--- src/rtl/mips_defines.sv ---
// -----------------------------------------------------------------------------
// mips_defines
// Shared definitions for the MIPS memory-stage data bridge:
//   - bridge_state_t : bus-bridge FSM state encoding
//   - SZ_BYTE/SZ_HALF/SZ_WORD : access-size codes carried on memsizeM/data_size
//   - KSEG_MASK : strips the segment bits from a kseg0/kseg1 virtual address
//   - is_kseg01() : true for virtual addresses in 0x8000_0000..0xBFFF_FFFF
// -----------------------------------------------------------------------------
package mips_defines;

    typedef enum logic [1:0] {
        IDLE = 2'd0,
        ADDR = 2'd1,
        DATA = 2'd2,
        HOLD = 2'd3
    } bridge_state_t;

    localparam logic [1:0]  SZ_BYTE   = 2'd0;
    localparam logic [1:0]  SZ_HALF   = 2'd1;
    localparam logic [1:0]  SZ_WORD   = 2'd2;

    localparam logic [31:0] KSEG_MASK = 32'h1FFF_FFFF;

    // kseg0 and kseg1 share the top two address bits 2'b10.
    function automatic logic is_kseg01(input logic [31:0] vaddr);
        return (vaddr[31:30] == 2'b10);
    endfunction

endpackage

--- src/rtl/addr_map.sv ---
// -----------------------------------------------------------------------------
// addr_map
// Combinational virtual-to-physical translation for the data port.
// With MAP_KSEG = 1, kseg0/kseg1 addresses lose their segment bits (upper three
// bits cleared); every other address, and all addresses when MAP_KSEG = 0,
// pass through unchanged.
// Ports:
//   vaddr  in  32  virtual address from the M stage
//   paddr  out 32  physical address for the bus
// -----------------------------------------------------------------------------
module addr_map
    import mips_defines::*;
#(
    parameter logic MAP_KSEG = 1'b1
)
(
    input  logic [31:0] vaddr,
    output logic [31:0] paddr
);

    // Segment translation: unmapped kseg regions alias the low 512 MB.
    always_comb begin
        if (MAP_KSEG && is_kseg01(vaddr)) begin
            paddr = vaddr & KSEG_MASK;
        end else begin
            paddr = vaddr;
        end
    end

endmodule

--- src/rtl/data_sram_bridge.sv ---
// -----------------------------------------------------------------------------
// data_sram_bridge
// Converts each M-stage load/store of the pipelined MIPS core into one
// transaction on a split-handshake (addr_ok / data_ok) SRAM-like bus, stalls
// the pipeline while the access is outstanding, and returns load data in the
// cycle the access completes. Returned data is held in a register so it stays
// valid while some other stall source keeps the pipeline frozen.
// Ports:
//   clk, rst                  clock, synchronous active-high reset
//   memenM, memwriteM         M-stage access enable, 1 = store
//   sig_write[3:0]            store byte strobes
//   memsizeM[1:0]             access size (byte/half/word)
//   aluoutM[31:0]             virtual address
//   writedataM[31:0]          lane-aligned store data
//   stall_ext                 pipeline stalled by another source
//   readdataM[31:0]           load data to the M/W register
//   stall_mem                 access outstanding, freeze F..M
//   data_req/wr/size/addr/wstrb/wdata   bus request side
//   data_addr_ok, data_data_ok, data_rdata  bus response side
// -----------------------------------------------------------------------------
module data_sram_bridge
    import mips_defines::*;
#(
    parameter logic MAP_KSEG = 1'b1
)
(
    input  logic        clk,
    input  logic        rst,
    input  logic        memenM,
    input  logic        memwriteM,
    input  logic [3:0]  sig_write,
    input  logic [1:0]  memsizeM,
    input  logic [31:0] aluoutM,
    input  logic [31:0] writedataM,
    input  logic        stall_ext,
    output logic [31:0] readdataM,
    output logic        stall_mem,
    output logic        data_req,
    output logic        data_wr,
    output logic [1:0]  data_size,
    output logic [31:0] data_addr,
    output logic [3:0]  data_wstrb,
    output logic [31:0] data_wdata,
    input  logic        data_addr_ok,
    input  logic        data_data_ok,
    input  logic [31:0] data_rdata
);

    bridge_state_t state_r;
    logic [31:0]   rdata_r;
    logic [31:0]   paddr_s;

    addr_map #(
        .MAP_KSEG (MAP_KSEG)
    ) u_addr_map (
        .vaddr (aluoutM),
        .paddr (paddr_s)
    );

    // Request fields come straight from the M stage; stall_mem freezes them
    // for as long as the request is pending, so no extra capture is needed.
    assign data_wr    = memwriteM;
    assign data_size  = memsizeM;
    assign data_addr  = paddr_s;
    assign data_wstrb = memwriteM ? sig_write : 4'b0000;
    assign data_wdata = writedataM;

    // Transaction FSM plus the register that keeps the last returned data.
    always_ff @(posedge clk) begin
        if (rst) begin
            state_r <= IDLE;
            rdata_r <= 32'h0000_0000;
        end else begin
            case (state_r)
                IDLE: begin
                    // Responses arriving here are leftovers from before reset.
                    if (memenM) begin
                        state_r <= data_addr_ok ? DATA : ADDR;
                    end else begin
                        state_r <= IDLE;
                    end
                end
                ADDR: begin
                    if (data_addr_ok) begin
                        state_r <= DATA;
                    end else begin
                        state_r <= ADDR;
                    end
                end
                DATA: begin
                    if (data_data_ok) begin
                        rdata_r <= data_rdata;
                        // If the pipeline cannot advance, the same instruction
                        // stays in M; park in HOLD so it is not re-issued.
                        state_r <= stall_ext ? HOLD : IDLE;
                    end else begin
                        state_r <= DATA;
                    end
                end
                HOLD: begin
                    if (!stall_ext) begin
                        state_r <= IDLE;
                    end else begin
                        state_r <= HOLD;
                    end
                end
                default: begin
                    state_r <= IDLE;
                end
            endcase
        end
    end

    // Bus request, pipeline stall and load-data return.
    always_comb begin
        data_req  = 1'b0;
        stall_mem = 1'b0;
        case (state_r)
            IDLE: begin
                data_req  = memenM;
                stall_mem = memenM;
            end
            ADDR: begin
                data_req  = 1'b1;
                stall_mem = 1'b1;
            end
            DATA: begin
                data_req  = 1'b0;
                stall_mem = ~data_data_ok;
            end
            HOLD: begin
                data_req  = 1'b0;
                stall_mem = 1'b0;
            end
            default: begin
                data_req  = 1'b0;
                stall_mem = 1'b0;
            end
        endcase

        // Forward the bus data in the completing cycle so the load finishes
        // without an extra stall cycle.
        if ((state_r == DATA) && data_data_ok) begin
            readdataM = data_rdata;
        end else begin
            readdataM = rdata_r;
        end
    end

endmodule

--- config.mk ---
export PLATFORM = sky130hd
export DESIGN_NAME = data_sram_bridge
export DESIGN_NICKNAME = d
export VERILOG_FILES = /design/src/rtl/mips_defines.sv /design/src/rtl/addr_map.sv /design/src/rtl/data_sram_bridge.sv
export SDC_FILE = /design/constraint.sdc
export NUM_CORES = 1
export LEC_CHECK = 0
export ABC_AREA = 1
export BUFFER_PORTS_ARGS = -buffer_cell sky130_fd_sc_hd__buf_4
export CAP_MARGIN = 15
export CORE_ASPECT_RATIO = 0.7
export CORE_MARGIN = 5
export CORE_UTILIZATION = 40
export DETAILED_ROUTE_END_ITERATION = 8
export PLACE_DENSITY = 0.86
export REMOVE_ABC_BUFFERS = 1
export SYNTH_ARGS = -nofsm -noshare
export SYNTH_HDL_FRONTEND = slang
export SYNTH_SLANG_ARGS = --single-unit
export TNS_END_PERCENT = 20
--- constraint.sdc ---
create_clock -name clk -period 3.1 [get_ports clk]
set_input_delay 0.155 -clock clk [delete_from_list [all_inputs] [get_ports clk]]
set_output_delay 0.155 -clock clk [all_outputs]
set_load 0.03 [all_outputs]
# --- Word-level counts from Yosys, hierarchy flattened ---
# Cells that the tools add are included.
word_totals:
  inputBits: 109
  regBits: 34
op_classes:
  muxes: 10
  bitwise_logic: 1
  n_reduce_logical: 4
  eq_ne: 4
ops:
  columns: ["operator", "n"]
  rows:
  - ["2-to-1 mux 32 bit", 2]
  - ["2-to-1 mux 2 bit", 4]
  - ["one-hot mux 2 bit (4 select lines)", 1]
  - ["== test 2 bit, second input constant", 3]
  - ["2-to-1 mux 4 bit", 1]
  - ["one-hot mux 1 bit (4 select lines)", 1]
  - ["one-hot mux 1 bit (3 select lines)", 1]
  - ["== test 2 x 1 -> 1 bit, second input constant", 1]
  - ["zero test 2 bit", 1]
  - ["AND reduction 2 bit", 1]
  - ["OR reduction 2 bit", 1]
  - ["logical AND 1 bit", 1]
  - ["NOT 1 bit", 1]

# --- Longest topological paths before layout ---
# Gate-level depths: netlist of run 1.
depth:
  depth_word: 3
  mapped_depth: 6
  ltp_nobuf: 5

# --- Cells and area by module ---
# From an unflattened synthesis of run 1, not the netlist that was laid out.
unflattened:
  hier_cells: 298
  area_unflattened_um2: 2297.2
modules_own_cells:
  columns: ["mod", "n_inst", "area_per_inst_um2", "cells_each"]
  rows:
  - ["data_sram_bridge", 1, 2052.0, 263]
  - ["addr_map", 1, 245.2, 35]

# --- Worst setup path before layout of run 1 ---
# No wires, ideal clock.
synth_path:
  path_kind: "register to output"
  from: "reg state_r[1]"
  to: "out readdataM[17]"
  n_path_buf: 1
  path_slack_ns: 1.876
  t_required_ns: 2.945
  arrival_ns: 1.069
  path_stages_with_launch: 6
  path_cell_list: "dfxtp_1 nand3_4 buf_6 nand2_2 o21ai_2 inv_1"
synth_via:
  elab_chain_len: 3
synth_rtl:
  columns: ["element", "line_no", "text"]
  rows:
  - ["from (decl)", "data_sram_bridge.sv:49", "bridge_state_t state_r;"]
  - ["from (signal assigned)", "data_sram_bridge.sv:78", "state_r <= data_addr_ok ? DATA : ADDR;"]
  - ["from (signal assigned)", "data_sram_bridge.sv:95", "state_r <= stall_ext ? HOLD : IDLE;"]
  - ["== test 2 bit", "data_sram_bridge.sv:143", "if ((state_r == DATA) && data_data_ok) begin"]
  - ["logical AND 1 bit", "data_sram_bridge.sv:143", null]
  - ["2-to-1 mux 32 bit", "data_sram_bridge.sv:143", null]
  - ["to (decl)", "data_sram_bridge.sv:36", "output logic [31:0] readdataM,"]
# No other way between the ends.

# --- Worst setup path after layout of run 1 ---
layout_path:
  from: "reg state_r[1]"
  to: "out readdataM[23]"
# The elaborated chain is that of the path after synthesis.

==> flow_summary.yaml, run 1 <==
yosys:
  synth-adder-area-share_pct: 0
  yosysTopAreaCell: "dfxtp_1"
  synth_top_area_share_pct: 29.7
  postSynthAreaPerCell_um2: 7.71
  synth_cells: 297
  asyncSetResetFlopFracSynth_pct: 0
  yosysWarnings: 0
  ys_ff_latch: 34
  synth_compound_area_share_pct: 13.2
  synth-edff-count: 0
  synth.top_cells.by_count: "inv_1 (73), buf_4 (64), dfxtp_1 (34)"
  syn-cell-area_um2: 2290
  synth-seq-area-share_pct: 29.7
  yosysUniqueCellTypes: 18
  synthFlopType: "dfxtp_1"
  yosys.area_share.simple_pct: 20.1
  yosys.area_share.xor_xnor_pct: 0
  yosysMostFrequentCell: "inv_1"
  ys_top_cells_by_area: "dfxtp_1 (30%), buf_4 (21%), o21ai_2 (12%), inv_1 (12%), nand2_2 (7.1%)"
  synth_mux_area_share_pct: 0
  synth_top_family_by_area: "buffers and inverters"
sta:
  worst_pin_slew_ns: 0.570
  grt_setup_unrepaired: "false"
  maxSlewHeadroom_pct: 62.0
  slew_violations: 0
  layout_setup_ws_ns: 0.850
  min_period_ns: 2.25
  timing.fmax_mhz: 445
  tns_ns: 0
  final.setup_skew_ns: 0.00284
  hold_viol: 0
  finalSetupViolations: 0
  fin_crit_sh_pct: 72.6
  hold_ws_ns: 0.119
pwr:
  power_leakage_uw: 0.00149
  max-vdd-ir-drop_v: 0.000218
  powerDensity_nw_per_um2: 466
critical_path:
  crit_path_end_kind: "output pin"
  startpoint_type: "flip-flop"
  crit_type: "flip-flop to output pin"
  crit_buf_inv: 3
  required_ns: 2.94
  critPathTopFamily: "buffers and inverters"
  slowest_stage: "buf_4"
  crit_path_frequent_cell: "buf_4"
  cpPeakStageDelay_ns: 0.48
  critPathArrivalTime_ns: 2.09
  crit_chain: "nand3_4, buf_4, o21ai_2, inv_1, buf_4"
  worstSetupStartpoint: "state_r[1]"
  critPathMaxFanout: 38
  timing.rr.start: "state_r[0]"
placed_design:
  post-dp-hpwl_mm: 6.33
  dp.cells: 385
  pre_cts_ws_ns: 1.15
  gp_congestion: 0.836
  io_buffers: 87
  place_area_um2: 2470
worst_hold_path:
  hold_path.class: "input pin to flip-flop"
  hp-start: "data_rdata[13]"
detailed_routing:
  routed_wl_mm: 7.33
  postRouteAntennaNets: 0
  drt-pass1-iter-count: 4
  num_vias: 1693
  avgViaCountPerCell: 4.33
  wire_per_inst_um: 18.7
  drc: 0
  first_iter_violations: 31
cts:
  cts_sinks: 34
  clk_pin_slew_worst_paths_ns: 0.06
  cts_buffers: 5
  cts_root_buffer: "clkbuf_8"
  postCtsSetupBuffers: 0
  cts_max_level: 2
  cts_tree: "built"
  clk_latency_ns: 0.27
  cts_hold_repair.buffers: 0
  clk_path_buf_depth: 2
  ctsResizeCount: 0
job:
  drv_cap: 0
floorplanning:
  io_pins: 214
  die_w_um: 100
  start_util_pct: 40.6
  core_area_um2: 5640
  die-area_um2: 7360
  rows: 23
  die_h_um: 73.3
global_routing:
  grt_pass1_wl_mm: 9.87
  grt.overflow.total: 0
  grt_max_degree: 39
  grt.total_usage_pct: 18.9
  grt_pass1_vias: 1590
  antenna_found_initial: 0
finish:
  area_growth_pct: 11.6
  fin_nets: 426
  drive_above_1_share_pct: 57.3
  final_area_um2: 2550
  stdcell_count: 391
  antenna_cells: 0
run_status:
  status: "finished clean"
## cell type report
type                    count  area (µm²)
clock buffers               6        82.6
flip-flops and latches     34         681
well taps                  75        93.8
inverters                  73         274
fillers                   570        3090
multi-input cells         115         763
repair buffers             88         661
## state kept, by name (all words and copies together), names as in the netlist
name	count
state_r	2
rdata_r	32
## power by group
part,leakage [µW],total [µW],switching (µW),internal (µW)
sequential,0.000277,473,8.57,464
combinational,0.00117,405,248,157
clock,0.0000431,314,143,171
total,0.00149,1190,400,792
## routing by layer
layer | share of wire (%) | GRT usage [%] | up-vias
met5 | 0 | 2.10 | -
li1 | - | - | 826
met2 | 47 | 30.0 | 143
met4 | 0.16 | 2.54 | 0
met3 | 23 | 19.5 | 2
met1 | 30 | 17.5 | 722
## logic make-up (layout without fill, tap and decap cells)
group / count (synthesis) / after routing
buffers and inverters: 148 / 167
AND/OR/NAND/NOR: 79 / 79
AO/OA/AOI/OAI: 36 / 36
flip-flops: 34 / 34
## tightest hold or removal path: cells and delay by family
family | cells | cell delay, ns
AOI/OAI and AO/OA | 1 | 0.06
buffers and inverters | 1 | 0.08
and+or+nand+nor | 1 | 0.06
## layout by cell type (no fill, tap or decap), types with 2 or more instances in the layout
master | Yosys | layout
inv_1 | 73 | 73
nor2_1 | 10 | 10
nand2_4 | 2 | 2
clkbuf_8 | 0 | 6
o21ai_2 | 32 | 32
o21ai_0 | 2 | 2
nand2_1 | 12 | 12
nand2_2 | 26 | 26
dfxtp_1 | 34 | 34
buf_4 | 64 | 88
nor2_2 | 26 | 26
## final timing paths
path | cells past startpoint | endpoint | slack [ns]
hold reg to reg | 4 | rdata_r[27] | 0.52
setup / recovery | 5 | readdataM[23] | 0.85
setup reg to reg | 6 | rdata_r[29] | 1.33
hold / removal | 3 | rdata_r[13] | 0.12
## per-stage QoR
step / total power (µW) / util [%]
after floorplan: 725 / -
after global placement: 882 / 43.8
after detailed placement: 891 / 43.8
after CTS: 1210 / 45.3
after global routing: 1260 / 45.3
final: 1190 / 45.3
Note: power is estimated with default switching activity, not from simulation.
==> run 2: changes to the inputs <==
--- a/config.mk
+++ b/config.mk
@@ -10,9 +10,9 @@
 export CAP_MARGIN = 15
 export CORE_ASPECT_RATIO = 0.7
 export CORE_MARGIN = 5
-export CORE_UTILIZATION = 40
+export CORE_UTILIZATION = 37
 export DETAILED_ROUTE_END_ITERATION = 8
-export PLACE_DENSITY = 0.86
+export PLACE_DENSITY = 0.81
 export REMOVE_ABC_BUFFERS = 1
 export SYNTH_ARGS = -nofsm -noshare
 export SYNTH_HDL_FRONTEND = slang
==> constraint.sdc (replaced) <==
create_clock -name clk -period 2.3 [get_ports clk]
set_input_delay 0.115 -clock clk [delete_from_list [all_inputs] [get_ports clk]]
set_output_delay 0.115 -clock clk [all_outputs]
set_load 0.03 [all_outputs]
==> flow_summary.yaml, run 2 (synthesis gave the netlist of run 1 again) <==
pwr:
  max-vdd-ir-drop_v: 0.000295
  share_seq_of_total_power_pct: 38.9
  switchingPower_uw: 553
  power_leakage_uw: 0.00151
  clkPwrFrac_pct: 27.4
  powerDensity_nw_per_um2: 630
  power_frac_comb_pct: 33.7
  p_int_uw: 1080
  swShare_pct: 33.8
finish:
  final_cell_mix: "buf_4 (87), inv_1 (73), dfxtp_1 (34), o21ai_2 (32)"
  registers.top_by_ff_count: "rdata_r"
  final_area_um2: 2600
  largest_register_ff_count: 32
  top_regs: "rdata_r (32), state_r (2)"
  drive_above_1_share_pct: 57.4
  fin_nets: 427
  area_growth_pct: 13.6
  stdcell_count: 397
  antenna_cells: 0
  mostFrequentLayoutCell: "buf_4"
  fin_util_pct: 42.4
global_routing:
  grt_pass1_vias: 1551
  grt_pass1_wl_mm: 10.2
  antenna_found_initial: 0
  grt.total_usage_pct: 18.4
  grt.overflow.total: 0
  grt_max_degree: 35
critical_path:
  crit_chain: "nand3_4, buf_12, o21ai_2, inv_1, buf_4"
  cpPeakStageDelay_ns: 0.44
  reg2regPathDepth: 4
  crit_cells: 5
  timing.rr.start: "state_r[1]"
  crit_buf_inv: 3
  critPathTopFamily: "buffers and inverters"
  r2r_slack_ns: 0.86
  startpoint_type: "flip-flop"
  cp-endpoint: "readdataM[5]"
  slowest_stage: "dfxtp_1"
  r2r_end: "rdata_r[19]"
  required_ns: 2.18
  crit_path_end_kind: "output pin"
  critPathMaxFanout: 22
  worstSetupStartpoint: "state_r[1]"
  crit_type: "flip-flop to output pin"
  critPathArrivalTime_ns: 1.79
sta:
  worst_pin_slew_ns: 0.500
  slew_violations: 0
  grt_setup_unrepaired: "false"
  final.setup_skew_ns: 0.00503
  finalSetupViolations: 0
  min_period_ns: 1.90
  maxSlewHeadroom_pct: 66.7
  hold_viol: 0
  timing.fmax_mhz: 526
  tns_ns: 0
  fin_crit_sh_pct: 82.7
  layout_setup_ws_ns: 0.398
placed_design:
  pre_cts_ws_ns: 0.675
  gp_congestion: 0.800
  post-dp-hpwl_mm: 6.48
  io_buffers: 87
  place_area_um2: 2510
  dp.cells: 389
detailed_routing:
  avgViaCountPerCell: 4.28
  routed_wl_mm: 7.54
  dr.max_layer_used: "met5"
  met2WireLength_mm: 3.40
  met3_length_mm: 1.78
  first_iter_violations: 27
  wl_met1_mm: 2.28
  postRouteAntennaNets: 0
  drc: 0
  drt-pass1-iter-count: 4
  wire_per_inst_um: 19.0
  num_vias: 1699
cts:
  clk_pin_slew_worst_paths_ns: 0.07
  cts_buffers: 5
  cts_root_buffer: "clkbuf_8"
  ctsResizeCount: 0
  cts_hold_repair.buffers: 0
  postCtsSetupBuffers: 0
  cts_max_level: 2
  clk_latency_ns: 0.28
  cts_tree: "built"
  clk_path_buf_depth: 2
  cts_sinks: 34
floorplanning:
  die_w_um: 104
  core_area_um2: 6130
  rows: 24
  io_pins: 214
  die-area_um2: 7880
  start_util_pct: 37.4
  die_h_um: 75.8
job:
  drv_cap: 0
run_status:
  status: "finished clean"
worst_hold_path:
  hold_path.class: "input pin to flip-flop"
==> run 2: cell count changes in the layout (fill, tap and decap cells not counted) <==
| cell | before | now |
|---|---|---|
| clkbuf_1 | 0 | 1 |
| buf_4 | 88 | 87 |
| clkinv_2 | 0 | 1 |
| buf_12 | 0 | 2 |
==> run 2: worst min-delay path, delay by kind of cell <==
| kind | cells | cell delay (ns) |
|---|---|---|
| buffers and inverters | 1 | 0.08 |
| AO/OA/AOI/OAI | 1 | 0.06 |
| AND/OR/NAND/NOR | 1 | 0.06 |
==> run 2: cell type report <==
cell class,instances,area (µm²)
clock buffers,7,86.3
clock inverters,1,5.00
fillers,642,3530
inverters,73,274
multi-input cells,115,763
flip-flops and latches,34,681
well taps,78,97.6
repair buffers,89,693
==> run 2: stage by stage <==
step / power (µW) / hold slack, ns
CTS: 1670 / 0.0613
global placement: 1200 / 0.230
floorplan: 977 / 0.182
global route: 1740 / 0.0583
detailed placement: 1210 / 0.230
finish: 1640 / 0.0746
==> run 2: how the worst min path moves through the flow <==
stage | startpoint | slack, ns | depth (start not counted) | end
3_5_place_dp | aluoutM[23] | 0.23 | 0 | data_addr[23]
6_report | data_rdata[7] | 0.07 | 3 | rdata_r[7]
5_1_grt | data_rdata[16] | 0.06 | 3 | rdata_r[16]
4_1_cts | data_rdata[2] | 0.06 | 3 | rdata_r[2]
3_3_place_gp | aluoutM[23] | 0.23 | 0 | data_addr[23]
2_1_floorplan | rst | 0.18 | 1 | rdata_r[0]
==> run 2: power by group through the flow <==
stage	combinational (µW)	clock, µW	sequential (µW)
after global routing	599	503	640
after floorplan	329	0	648
after global placement	551	0	649
after CTS	560	475	636
after detailed placement	558	0	650
final	552	449	636
==> run 2: routing by layer <==
layer,up-vias,track usage (%)
li1,828,-
met2,149,28.9
met1,711,16.6
met3,9,20.1
met5,-,2.38
met4,2,3.02
==> run 3: changes to the inputs <==
==> constraint.sdc (replaced) <==
create_clock -name clk -period 1.9 [get_ports clk]
set_input_delay 0.095 -clock clk [delete_from_list [all_inputs] [get_ports clk]]
set_output_delay 0.095 -clock clk [all_outputs]
set_load 0.03 [all_outputs]
==> flow_summary.yaml, run 3 (synthesis gave the netlist of run 1 again) <==
run_status:
  status: "finished clean"
critical_path:
  required_ns: 1.80
  cpPeakStageDelay_ns: 0.35
  crit_cells: 7
  worstSetupStartpoint: "state_r[0]"
  slowest_stage: "dfxtp_1"
  critPathArrivalTime_ns: 1.61
  cp-endpoint: "readdataM[29]"
  r2r_slack_ns: 0.60
  crit_path_frequent_cell: "inv_1"
  crit_type: "flip-flop to output pin"
  r2r_end: "rdata_r[29]"
  timing.rr.start: "state_r[0]"
  crit_path_end_kind: "output pin"
  startpoint_type: "flip-flop"
  reg2regPathDepth: 6
  crit_chain: "inv_1, nand3_4, buf_12, nand2_1, o21ai_2, inv_1, buf_4"
  crit_buf_inv: 4
  critPathTopFamily: "buffers and inverters"
  critPathMaxFanout: 64
pwr:
  powerDensity_nw_per_um2: 764
  power_leakage_uw: 0.00150
  max-vdd-ir-drop_v: 0.000467
sta:
  tns_ns: 0
  slew_violations: 0
  grt_setup_unrepaired: "false"
  finalSetupViolations: 0
  worst_pin_slew_ns: 0.502
  maxSlewHeadroom_pct: 66.5
  timing.fmax_mhz: 585
  min_period_ns: 1.71
  hold_viol: 0
  fin_crit_sh_pct: 90.0
  final.setup_skew_ns: 0.00192
cts:
  clk_pin_slew_worst_paths_ns: 0.07
  cts_buffers: 5
  cts_tree: "built"
  ctsResizeCount: 0
  cts_root_buffer: "clkbuf_8"
  cts_max_level: 2
  clk_latency_ns: 0.27
  postCtsSetupBuffers: 0
  cts_sinks: 34
  cts_hold_repair.buffers: 0
  clk_path_buf_depth: 2
floorplanning:
  start_util_pct: 37.4
  die-area_um2: 7880
  die_h_um: 75.8
  rows: 24
  io_pins: 214
  core_area_um2: 6130
  die_w_um: 104
global_routing:
  grt_pass1_vias: 1560
  grt.overflow.total: 0
  grt.total_usage_pct: 18.5
  met2_usage_pct: 29.8
  antenna_found_initial: 0
  grt_use_met3_pct: 20.6
  grt_max_degree: 65
  grt_pass1_wl_mm: 10.3
  met1_usage_pct: 16.4
  top_usage_layer: "met2"
detailed_routing:
  drc: 0
  num_vias: 1692
  routed_wl_mm: 7.52
  first_iter_violations: 30
  postRouteAntennaNets: 0
  avgViaCountPerCell: 4.27
  drt-pass1-iter-count: 4
  wire_per_inst_um: 19.0
worst_hold_path:
  hold_path.class: "input pin to flip-flop"
  holdPathStages: 3
finish:
  final_area_um2: 2580
  final_cell_mix: "buf_4 (87), inv_1 (73), dfxtp_1 (34), o21ai_2 (32)"
  mostFrequentLayoutCell: "buf_4"
  registers.top_by_ff_count: "rdata_r"
  antenna_cells: 0
  area_growth_pct: 12.7
  fin_nets: 426
  fin_util_pct: 42.1
  top_regs: "rdata_r (32), state_r (2)"
  largest_register_ff_count: 32
  drive_above_1_share_pct: 57.2
placed_design:
  place_area_um2: 2490
  io_buffers: 87
  gp_congestion: 0.799
  post-dp-hpwl_mm: 6.46
job:
  drv_cap: 0
==> run 3: area by class of cell <==
cell class / instances / area (µm²)
sequential: 34 / 681
inverter: 73 / 274
fill: 641 / 3550
multi-input combinational: 115 / 763
clock inverter: 1 / 5.00
clock buffer: 7 / 86.3
tap: 78 / 97.6
timing repair buffer: 88 / 673
==> run 3: report_power, final <==
part	internal, µW	switching [µW]	total [µW]
clock	292	246	538
combinational	259	404	662
sequential	757	13.8	771
total	1310	664	1970
==> run 3: per-stage QoR <==
step	total power (µW)	hold WS [ns]	setup slack, ns	cells
finish	1970	0.0556	0.190	396
global route	2090	0.0426	0.0824	396
CTS	2010	0.0465	0.186	396
detailed placement	1460	0.190	0.503	388
global placement	1440	0.190	0.566	388
floorplan	1180	0.162	0.117	222
==> run 3: layer usage <==
| layer | vias to the layer above | part of all wire, % |
|---|---|---|
| li1 | 827 | - |
| met1 | 724 | 29 |
| met2 | 133 | 46 |
| met3 | 6 | 24 |
| met4 | 2 | 0.49 |
| met5 | - | 0.36 |
==> run 3: worst min path at each step <==
stage                   start             to
6_report       data_rdata[23]    rdata_r[23]
3_5_place_dp      aluoutM[23]  data_addr[23]
4_1_cts        data_rdata[23]    rdata_r[23]
3_3_place_gp      aluoutM[23]  data_addr[23]
2_1_floorplan             rst     rdata_r[0]
5_1_grt         data_rdata[2]     rdata_r[2]
==> run 3: worst min-delay path, stage by stage <==
cell and delay, ns:
buf_4 0.08, o21ai_2 0.06, nor2_2 0.06
